--- config.mk ---
export PLATFORM = sky130hd
export DESIGN_NAME = hub75_scan_driver
export DESIGN_NICKNAME = d
export VERILOG_FILES = /design/src/rtl/hub75_scan_driver.sv
export SDC_FILE = /design/constraint.sdc
export NUM_CORES = 1
export LEC_CHECK = 0
export BUFFER_PORTS_ARGS = -buffer_cell sky130_fd_sc_hd__buf_4
export CAP_MARGIN = 0
export CORE_MARGIN = 2
export CORE_UTILIZATION = 30
export CTS_BUF_LIST = sky130_fd_sc_hd__clkbuf_8
export DETAILED_ROUTE_END_ITERATION = 10
export SETUP_SLACK_MARGIN = 0.05
export SKIP_CTS_REPAIR_TIMING = 1
export SYNTH_ARGS = -nofsm -noshare
export SYNTH_HDL_FRONTEND = slang
export SYNTH_SLANG_ARGS = --single-unit
export TNS_END_PERCENT = 100
--- constraint.sdc ---
create_clock -name clk -period 2.7 [get_ports clk]
set_input_delay 0.54 -clock clk [delete_from_list [all_inputs] [get_ports clk]]
set_output_delay 0.54 -clock clk [all_outputs]
set_load 0.01 [all_outputs]
--- src/rtl/hub75_scan_driver.sv ---
// hub75_scan_driver: 64x64 1:32 HUB75 scan with PWM, sharing one painter between panel halves
module hub75_scan_driver #(
    parameter int FRAME_BITS = 13,
    parameter int DELAY      = 1
) (
    input  logic                  clk,
    input  logic                  resetn,
    output logic [FRAME_BITS-1:0] frame,
    output logic [7:0]            subframe,
    output logic [5:0]            x,
    output logic [5:0]            y,
    input  logic [23:0]           rgb24,
    output logic [2:0]            rgb_top,
    output logic [2:0]            rgb_bot,
    output logic [4:0]            addr,
    output logic                  sclk,
    output logic                  latch,
    output logic                  blank
);
    typedef enum logic [1:0] {SHIFT, BLANK, LATCH} state_t;

    state_t      r_state, w_next;
    logic [8:0]  r_cnt;
    logic [4:0]  r_row;
    logic [23:0] r_top, r_bot;
    logic [7:0]  w_s1;
    logic [1:0]  w_pd;
    logic        w_cap, w_done;

    // r_cnt runs 0..255+DELAY; the request slot is r_cnt clamped at 255, the capture slot is r_cnt-DELAY
    assign w_s1   = r_cnt[7:0] + 8'd1;
    assign w_pd   = r_cnt[1:0] - 2'(DELAY);
    assign w_cap  = r_cnt >= 9'(DELAY);
    assign w_done = r_cnt == 9'(255 + DELAY);

    // State register
    always_ff @(posedge clk) begin
        if (!resetn) r_state <= SHIFT;
        else         r_state <= w_next;
    end

    // SHIFT until the last delayed capture, then one BLANK cycle and one LATCH cycle
    always_comb begin
        w_next = (r_state == SHIFT) ? (w_done ? BLANK : SHIFT) :
                 (r_state == BLANK) ? LATCH : SHIFT;
    end

    // Painter requests, pixel capture, PWM compare, shift clock and row/subframe/frame advance
    always_ff @(posedge clk) begin
        if (!resetn) begin
            r_cnt    <= '0;
            r_row    <= '0;
            r_top    <= '0;
            r_bot    <= '0;
            subframe <= '0;
            frame    <= '0;
            x        <= '0;
            y        <= '0;
            rgb_top  <= '0;
            rgb_bot  <= '0;
            addr     <= '0;
            sclk     <= 1'b0;
            latch    <= 1'b0;
            blank    <= 1'b1;
        end else begin
            case (r_state)
                SHIFT: begin
                    r_cnt <= r_cnt + 9'd1;
                    if (r_cnt < 9'd255) begin
                        x <= w_s1[7:2];
                        y <= {|w_s1[1:0], r_row};
                    end
                    if (w_cap) begin
                        case (w_pd)
                            2'd0: r_top <= rgb24;
                            2'd1: r_bot <= rgb24;
                            2'd2: begin
                                rgb_top <= {r_top[23:16] > subframe, r_top[15:8] > subframe, r_top[7:0] > subframe};
                                rgb_bot <= {r_bot[23:16] > subframe, r_bot[15:8] > subframe, r_bot[7:0] > subframe};
                                sclk    <= 1'b0;
                            end
                            default: sclk <= 1'b1;
                        endcase
                    end
                    if (w_done) blank <= 1'b1;
                end
                BLANK: begin
                    sclk  <= 1'b0;
                    latch <= 1'b1;
                    addr  <= r_row;
                end
                LATCH: begin
                    latch <= 1'b0;
                    blank <= 1'b0;
                    r_cnt <= '0;
                    x     <= '0;
                    y     <= {1'b0, r_row + 5'd1};
                    r_row <= r_row + 5'd1;
                    if (r_row == 5'd31) begin
                        subframe <= subframe + 8'd1;
                        if (subframe == 8'd255) frame <= frame + FRAME_BITS'(1);
                    end
                end
                default: ;
            endcase
        end
    end
endmodule

After elaboration in Yosys (flattened, before gate mapping)
Index checks and enable logic that the tools add are counted.
{"block": "op_classes", "n_addsub": 6, "magnitude_cmp": 8, "n_eq_ne": 11, "mux": 14, "reduce_logical": 15}
{"operator": "$gt A8 B8 Y1", "n": 6}
{"operator": "$pmux W6 S2", "n": 2}
{"operator": "$pmux W9 S2", "n": 1}
{"operator": "$add A8 B1 Y8 const B", "n": 2}
{"operator": "$reduce_and A3 Y1", "n": 5}
{"operator": "$add A13 B1 Y13 const B", "n": 1}
{"operator": "$mux W6", "n": 2}
{"operator": "$add A9 B1 Y9 const B", "n": 1}
{"operator": "$eq A9 B9 Y1 const B", "n": 1}
{"operator": "$ge A9 B1 Y1 const B", "n": 1}
{"operator": "$lt A9 B8 Y1 const B", "n": 1}
{"operator": "$eq A8 B8 Y1 const B", "n": 1}
{"operator": "$pmux W1 S2", "n": 4}
{"operator": "$ne A2 B2 Y1 const B", "n": 3}
{"operator": "$reduce_and A2 Y1", "n": 3}
{"operator": "$reduce_bool A2 Y1", "n": 3}
{"operator": "$add A5 B1 Y5 const B", "n": 1}
{"operator": "$eq A5 B5 Y1 const B", "n": 1}
{"operator": "$eq A2 B1 Y1 const B", "n": 2}
{"operator": "$eq A2 B2 Y1 const B", "n": 2}
{"operator": "$logic_not A2 Y1", "n": 2}
{"operator": "$mux W2", "n": 2}
{"operator": "$reduce_or A2 Y1", "n": 2}
{"operator": "$mux W1", "n": 3}
{"operator": "other kinds (2)", "n": 2}
{"block": "totals", "register_bits": 111, "output_inout_bits": 47, "wordCells": 69}

Depth between registers and ports, before layout
Gate-level depths: netlist (run 1).
{"block": "depth", "word_depth": 6, "ltp_mapped": 9}

Worst setup path before layout (run 1)
OpenSTA, ideal clock, no wires.
{"block": "synth_path", "path_type": "register to register", "start": "reg subframe[0]", "end": "reg frame[7]", "t_arrival_ns": 1.897, "required_ns": 2.641, "setup_slack_ns": 0.743, "path_stages_with_launch": 7, "n_path_buf": 0, "path_cell_list": "dfxtp_1 > ha_1 > nand4_2 > nor3_4 > nand4_2 > or4_1 > nand2_1"}
{"block": "synth_between", "elab_chain_cells": 2}
{"element": "start: declaration", "line": "9", "text": "output logic [7:0] subframe,"}
{"element": "start signal: assignment", "line": "100", "text": "subframe <= subframe + 8'd1;"}
{"element": "$eq A8 B8 Y1", "line": "101", "text": "if (subframe == 8'd255) frame <= frame + FRAME_BITS'(1);"}
{"element": "$reduce_and A3 Y1 (no line)"}
{"element": "end signal: assignment", "line": "101"}
{"element": "end: declaration", "line": "8", "text": "output logic [FRAME_BITS-1:0] frame,"}
No other way between the ends.
A chain may end at the register's enable or synchronous reset.

Worst setup path in the final report (run 1)
{"block": "layout_path", "start": "reg r_state[0]", "end": "reg frame[7]"}
{"block": "layout_between", "elab_chain_cells": 2}
{"element": "start: declaration", "line": "22", "text": "state_t r_state, w_next;"}
{"element": "start signal: assignment", "line": "39", "text": "else r_state <= w_next;"}
{"element": "$eq A2 B2 Y1", "line": "66", "text": "case (r_state)"}
{"element": "$reduce_and A3 Y1 (no line)"}
No other way between the ends.

==> metrics.csv, run 1 <==
metric,value,unit
status,finished clean,
netlist_instances,630,
end_kind,flip-flop,
grt_first_pass_wirelength,21.27,mm
async_flop_share,0,
grtUsageTotal,0.1358,
fin_setup_tns,0,ns
reg2reg_depth,7,
hold_viol,0,
synth.top_cell.area_share,0.4016,
clkTransAtPathRegs,0.11,ns
syn_nets,716,
path_class,reg2reg,
grt-ovfl-total,0,
fin_skew,0.007759,ns
fin_util,0.3577,
rsz0062_at_grt,no,
synth.largest_area_cell,dfxtp_1,
hpwl,9.180,mm
die_y,139.8,microns
worstSetupStartpointType,flip-flop,
syn-cell-area,5533,sq um
ios,73,
synthToLayoutAreaGrowth,16.53,%
wirelength,13.05,mm
drv_slew,0,
die_x,139.8,microns
power.total,3.118,mW
synth_xor_area_frac,0.04749,
cts_buffers,9,
cts_tree,built,
worst_ep_required_time,3.04,ns
ys_warn_count,0,
clock_path_buffers,2,
final.period_utilization,0.7900,
crit_end,frame[7],
synth_seq_cells,111,
setup_viol_count_final,0,
cts_root_buf,clkbuf_8,
maxCapViolations,0,
vias,4408,
grt_max_degree,64,
worstReg2RegStart,r_state[0],
r2r_slack,0.57,ns
grt_pass1_vias,4084,
timing.fmax,0.4688,GHz
drive_gt1_frac,0.1691,
antenna_found_initial,1,
synth_top_family_by_area,simple AND/OR/NAND/NOR gates,
initial_core_util,0.3070,
firstDrtPassIters,6,
core_area,18020,sq um
cts.sinks,111,
vdd.ir_drop.worst,284.8,uV
relSlewSlack,0.5591,
hp-class,in2reg,
synth_most_common_cell,dfxtp_1,
synth_edf_count,0,
die_area,19550,sq um
p_leak,2.685,nW
path_max_fanout,11,
syn_avg_cell_area,8.782,sq um
wl_per_cell,14.16,microns
netlist_top_cells_area,"dfxtp_1 40%, ha_1 14%, nand2_1 6.9%, nand3_1 4.6%, a21oi_1 4.0%",
synth.distinct_cells,49,
power_density,483.7,nW/um^2
max_slew.worst_pin.slew,0.6613,ns
port_buffers,72,
postRouteAntennaNets,0,
drt_iter0_markers,185,
nets,773,
drc_errors,0,
muxShareOfSynthArea,0.02352,
r2r-end,frame[7],
synthSimpleGateAreaFrac,0.2198,
startpoint,r_state[0],
finalWeightedCongestion,0.7664,
worstPathArrival,2.48,ns
synth_commonest_cells,"111 x dfxtp_1, 101 x nand2_1, 60 x ha_1",
clk_latency,0.39,ns
synth_compound_area_frac,0.1257,
period_needed,2.133,ns
htreeDepth,3,
synth_adder_area_share,0.1357,
ys_seq_area_frac,0.4016,
ys.flop_type,dfxtp_1,
num_rows,49,
vias_per_cell,4.781,
## worst min path at each step
stage / slack (ns) / depth (start not counted) / end / startpoint
after floorplan: 0.44 / 2 / r_top[0] / r_top[0]
after global placement: 0.45 / 2 / r_top[8] / r_top[8]
after detailed placement: 0.45 / 2 / r_top[0] / r_top[0]
after CTS: 0.38 / 3 / r_top[4] / rgb24[4]
after global routing: 0.38 / 3 / r_top[6] / rgb24[6]
final: 0.40 / 3 / r_top[7] / rgb24[7]
## where the power goes
| group | switching (mW) | leakage, nW | internal [mW] |
|---|---|---|---|
| combinational | 0.203 | 1.70 | 0.165 |
| clock | 0.597 | 0.0875 | 0.429 |
| sequential | 0.0369 | 0.900 | 1.69 |
| total | 0.837 | 2.69 | 2.28 |
## metal layers
layer  global-route usage  vias up  share of wire  routed length, microns
li1                     -     2313              -                       -
met1               0.1934     2009           0.51                    6654
met2               0.1995       75           0.42                    5538
met3              0.03957       11          0.052                     675
met4              0.03789        0          0.014                     182
met5                    0        -              0                       0
## logic make-up (layout without fill, tap and decap cells)
group / Yosys count / count (layout)
compound gates: 112 / 112
xor+xnor: 30 / 30
fa+ha+maj: 60 / 60
buf+inv: 56 / 118
flops: 111 / 111
mux: 13 / 13
other cells: 0 / 1
simple gates: 248 / 248
## flip-flops by register name, indices dropped and copies added, names as in the netlist
register / cells
x: 6
r_state: 2
latch: 1
frame: 13
blank: 1
y: 6
r_top: 24
addr: 5
sclk: 1
r_bot: 24
r_row: 5
r_cnt: 9
rgb_bot: 3
subframe: 8
rgb_top: 3
## placed cells by master (no fill, tap or decap), drive strengths merged, types with 19 or more instances in the layout
master and count:
nand2 102, nand3 51, o21ai 33, inv 22, nand4 19, a21oi 44
nor2 37, ha 60, buf 80, dfxtp 111
## stage by stage
stage | instances | hold slack [ns] | instance area, sq um | worst slack, ns
6_report | 922 | 0.4017 | 6447 | 0.5669
5_1_grt | 921 | 0.3771 | 6445 | 0.3517
4_1_cts | 921 | 0.3800 | 6445 | 0.5381
3_5_place_dp | 905 | 0.4480 | 6247 | 0.5594
3_3_place_gp | 905 | 0.4460 | 6247 | 0.6210
2_1_floorplan | 630 | 0.4363 | 5533 | 0.7435
## critical path, cell delays in order (launching register included)
cell and delay, ns:
dfxtp_1 0.33, inv_1 0.08, ha_1 0.49, nand2_4 0.13, nor3_4 0.32, nand4_2 0.22
or4_1 0.44, nand2_1 0.07
## cell type report
cell class	instances	area [sq um]
Clock buffer	9	123.9
Inverter	22	82.58
Clock inverter	7	73.82
Antenna cell	1	2.502
Multi-Input combinational cell	463	3055
Timing Repair Buffer	80	600.6
Tap cell	229	286.5
Sequential cell	111	2222
Fill cell	1902	11580
No activity file was read; power rests on OpenSTA's default activity.
==> run 2, diff against run 1 <==
--- a/config.mk
+++ b/config.mk
@@ -5,6 +5,7 @@
 export SDC_FILE = /design/constraint.sdc
 export NUM_CORES = 1
 export LEC_CHECK = 0
+export ABC_AREA = 1
 export BUFFER_PORTS_ARGS = -buffer_cell sky130_fd_sc_hd__buf_4
 export CAP_MARGIN = 0
 export CORE_MARGIN = 2
==> constraint.sdc (replaced) <==
create_clock -name clk -period 2.23 [get_ports clk]
set_input_delay 0.446 -clock clk [delete_from_list [all_inputs] [get_ports clk]]
set_output_delay 0.446 -clock clk [all_outputs]
set_load 0.01 [all_outputs]
==> run 2 against run 1 <==
  * Non-clock buffer count rose by 6
  * Die area rose by 5.7%
  * Flip-flop and latch count did not move
  * Count of clock-buffer cells in the layout rose by 1
  * Sequential power rose by 24%
  * Design area rose by 6.5%
  * Utilization fell by 0.24 points
==> metrics.csv, run 2 <==
metric,value,unit,change
status,finished clean,,
drv_slew,0,,unchanged
die_x,143.7,microns,+2.8%
clk_latency,0.40,ns,about the same
grt_first_pass_wirelength,24.38,mm,+15%
cts.sinks,111,,unchanged
max_slew.worst_pin.slew,0.4435,ns,-0.2178 ns
netlist_top_cells_area,"dfxtp_1 38%, ha_1 13%, nor2_1 10%, nand2_1 9.3%, o21ai_0 6.4%",,
vias_per_cell,4.573,,-4.3%
syn_avg_cell_area,7.241,sq um,-18%
period_needed,1.974,ns,-0.1594 ns
synth.distinct_cells,34,,-31%
hold_viol,0,,unchanged
final_common_cell,nor2_1,,
drive_gt1_frac,0.1382,,-0.03091
worstPathArrival,2.26,ns,-0.22 ns
vias,5250,,+19%
syn_nets,895,,+25%
num_rows,51,,+4.1%
antenna_found_initial,0,,-1
drc_errors,0,,unchanged
grt_max_degree,33,,-48%
finalWeightedCongestion,0.8167,,+6.6%
cts_root_buf,clkbuf_8,,
grt_pass1_vias,5074,,+24%
setup_viol_count_final,0,,unchanged
worst_path_largest_cell_delay,0.39,ns,-0.10 ns
final.period_utilization,0.8850,,+0.09501
hp-class,in2reg,,
async_flop_share,0,,unchanged
place_ws,0.2501,ns,-0.3093 ns
reg_top3,"r_bot: 24 flops, r_top: 24 flops, frame: 13 flops",,
ys_warn_count,0,,unchanged
ys_seq_area_frac,0.3793,,-0.02230
vdd.ir_drop.worst,245.4,uV,-14%
nets,964,,+25%
mostFrequentLayoutCells,"157 x nor2_1, 145 x nand2_1, 111 x dfxtp_1, 86 x buf_4, 77 x inv_1",,
worst_ep_required_time,2.51,ns,-0.53 ns
synth_most_common_cell,nor2_1,,
drt_iter0_markers,244,,+32%
ys.flop_type,dfxtp_1,,
firstDrtPassIters,4,,-2
clock_path_buffers,2,,unchanged
initial_core_util,0.3030,,-0.003972
synth.top_cell.area_share,0.3793,,-0.02230
fin_setup_tns,0,ns,unchanged
cpMaxStageDelayCell,dfxtp_1,,
wl_per_cell,12.82,microns,-9.5%
cts_tree,built,,
diodes,0,,-1
crit_family,simple AND/OR/NAND/NOR gates,,
core_area,19330,sq um,+7.3%
wirelength,14.71,mm,+13%
synth_edf_count,0,,unchanged
path_max_fanout,6,,-5
timing.fmax,0.5067,GHz,+8.1%
htreeDepth,3,,unchanged
ios,73,,unchanged
synth_commonest_cells,"157 x nor2_1, 145 x nand2_1, 111 x dfxtp_1",,
hpwl,10.55,mm,+15%
synthToLayoutAreaGrowth,17.26,%,
die_area,20660,sq um,+5.7%
maxCapViolations,0,,unchanged
end_kind,flip-flop,,
p_leak,3.164,nW,+18%
postRouteAntennaNets,0,,unchanged
syn-cell-area,5858,sq um,+5.9%
path_class,reg2reg,,
worstSetupStartpointType,flip-flop,,
grtUsageTotal,0.1493,,+0.01356
die_y,143.7,microns,+2.8%
rsz0062_at_grt,no,,
relSlewSlack,0.7032,,+0.1441
clkTransAtPathRegs,0.11,ns,about the same
worstPathCellList,ha_1 -> nand2_1 -> nor2_1 -> ha_1 -> nand2_1 -> nor2_1 -> nand3_1 -> nor2_1 -> nand2_1 -> o21ai_0 -> a21oi_1,,
power.total,4.052,mW,+30%
port_buffers,72,,unchanged
grt-ovfl-total,0,,unchanged
path_buf_inv,0,,-1
power_density,589.9,nW/um^2,+22%
synth.largest_area_cell,dfxtp_1,,
fin_skew,0.008280,ns,+0.0005208 ns
synth_seq_cells,111,,unchanged
cts_buffers,9,,unchanged
netlist_instances,809,,+28%
layout_setup_ws,0.2564,ns,-0.3106 ns
-- run 2: cell type report --
class	count	area, sq um
clock buffer	10	137.6
clock inverter	6	61.31
fill	2051	12470
inverter	82	309.0
multi-input combinational	588	3162
sequential	111	2222
tap	265	331.6
timing repair buffer	86	645.6
-- run 2: worst min-delay path: stages --
cell	delay, ns
buf_4	0.08
nor2_1	0.03
nor2_1	0.08
-- run 2: report_power, final --
part | internal [mW] | switching [mW] | leakage (nW)
clock network | 0.547 | 0.712 | 0.107
logic | 0.269 | 0.384 | 2.15
registers | 2.08 | 0.0601 | 0.902
total | 2.90 | 1.16 | 3.16
-- run 2: cell families after synthesis --
family / after synthesis / synth area share
flops: 111 / 0.3793
simple gates: 375 / 0.2719
fa+ha+maj: 60 / 0.1282
buf+inv: 110 / 0.08095
xor+xnor: 4 / 0.005980
compound gates: 149 / 0.1337
-- run 2: final timing paths --
| path | start | to | slack, ns | cells after the start |
|---|---|---|---|---|
| worst max-delay path | r_row[0] | subframe[7] | 0.26 | 11 |
| worst min register to register | r_row[4] | addr[4] | 0.49 | 2 |
| worst max register to register | r_row[0] | subframe[7] | 0.26 | 11 |
| worst min-delay path | rgb24[8] | r_bot[8] | 0.27 | 3 |
-- run 2: through the flow --
stage | hold WS [ns] | std cells | instance area, sq um | utilization
global placement | 0.4637 | 1132 | 6670 | 0.3450
finish | 0.2701 | 1148 | 6869 | 0.3553
floorplan | 0.4481 | 809 | 5858 | -
global route | 0.2739 | 1148 | 6869 | 0.3553
CTS | 0.2558 | 1148 | 6869 | 0.3553
detailed placement | 0.4716 | 1132 | 6670 | 0.3450
-- run 2: layer usage --
layer / routed length, microns / GRT usage / up-vias
met5: 0 / 0 / -
met3: 352 / 0.01899 / 18
met2: 6943 / 0.2602 / 71
li1: - / - / 2769
met4: 331 / 0.06605 / 0
met1: 7085 / 0.1840 / 2392
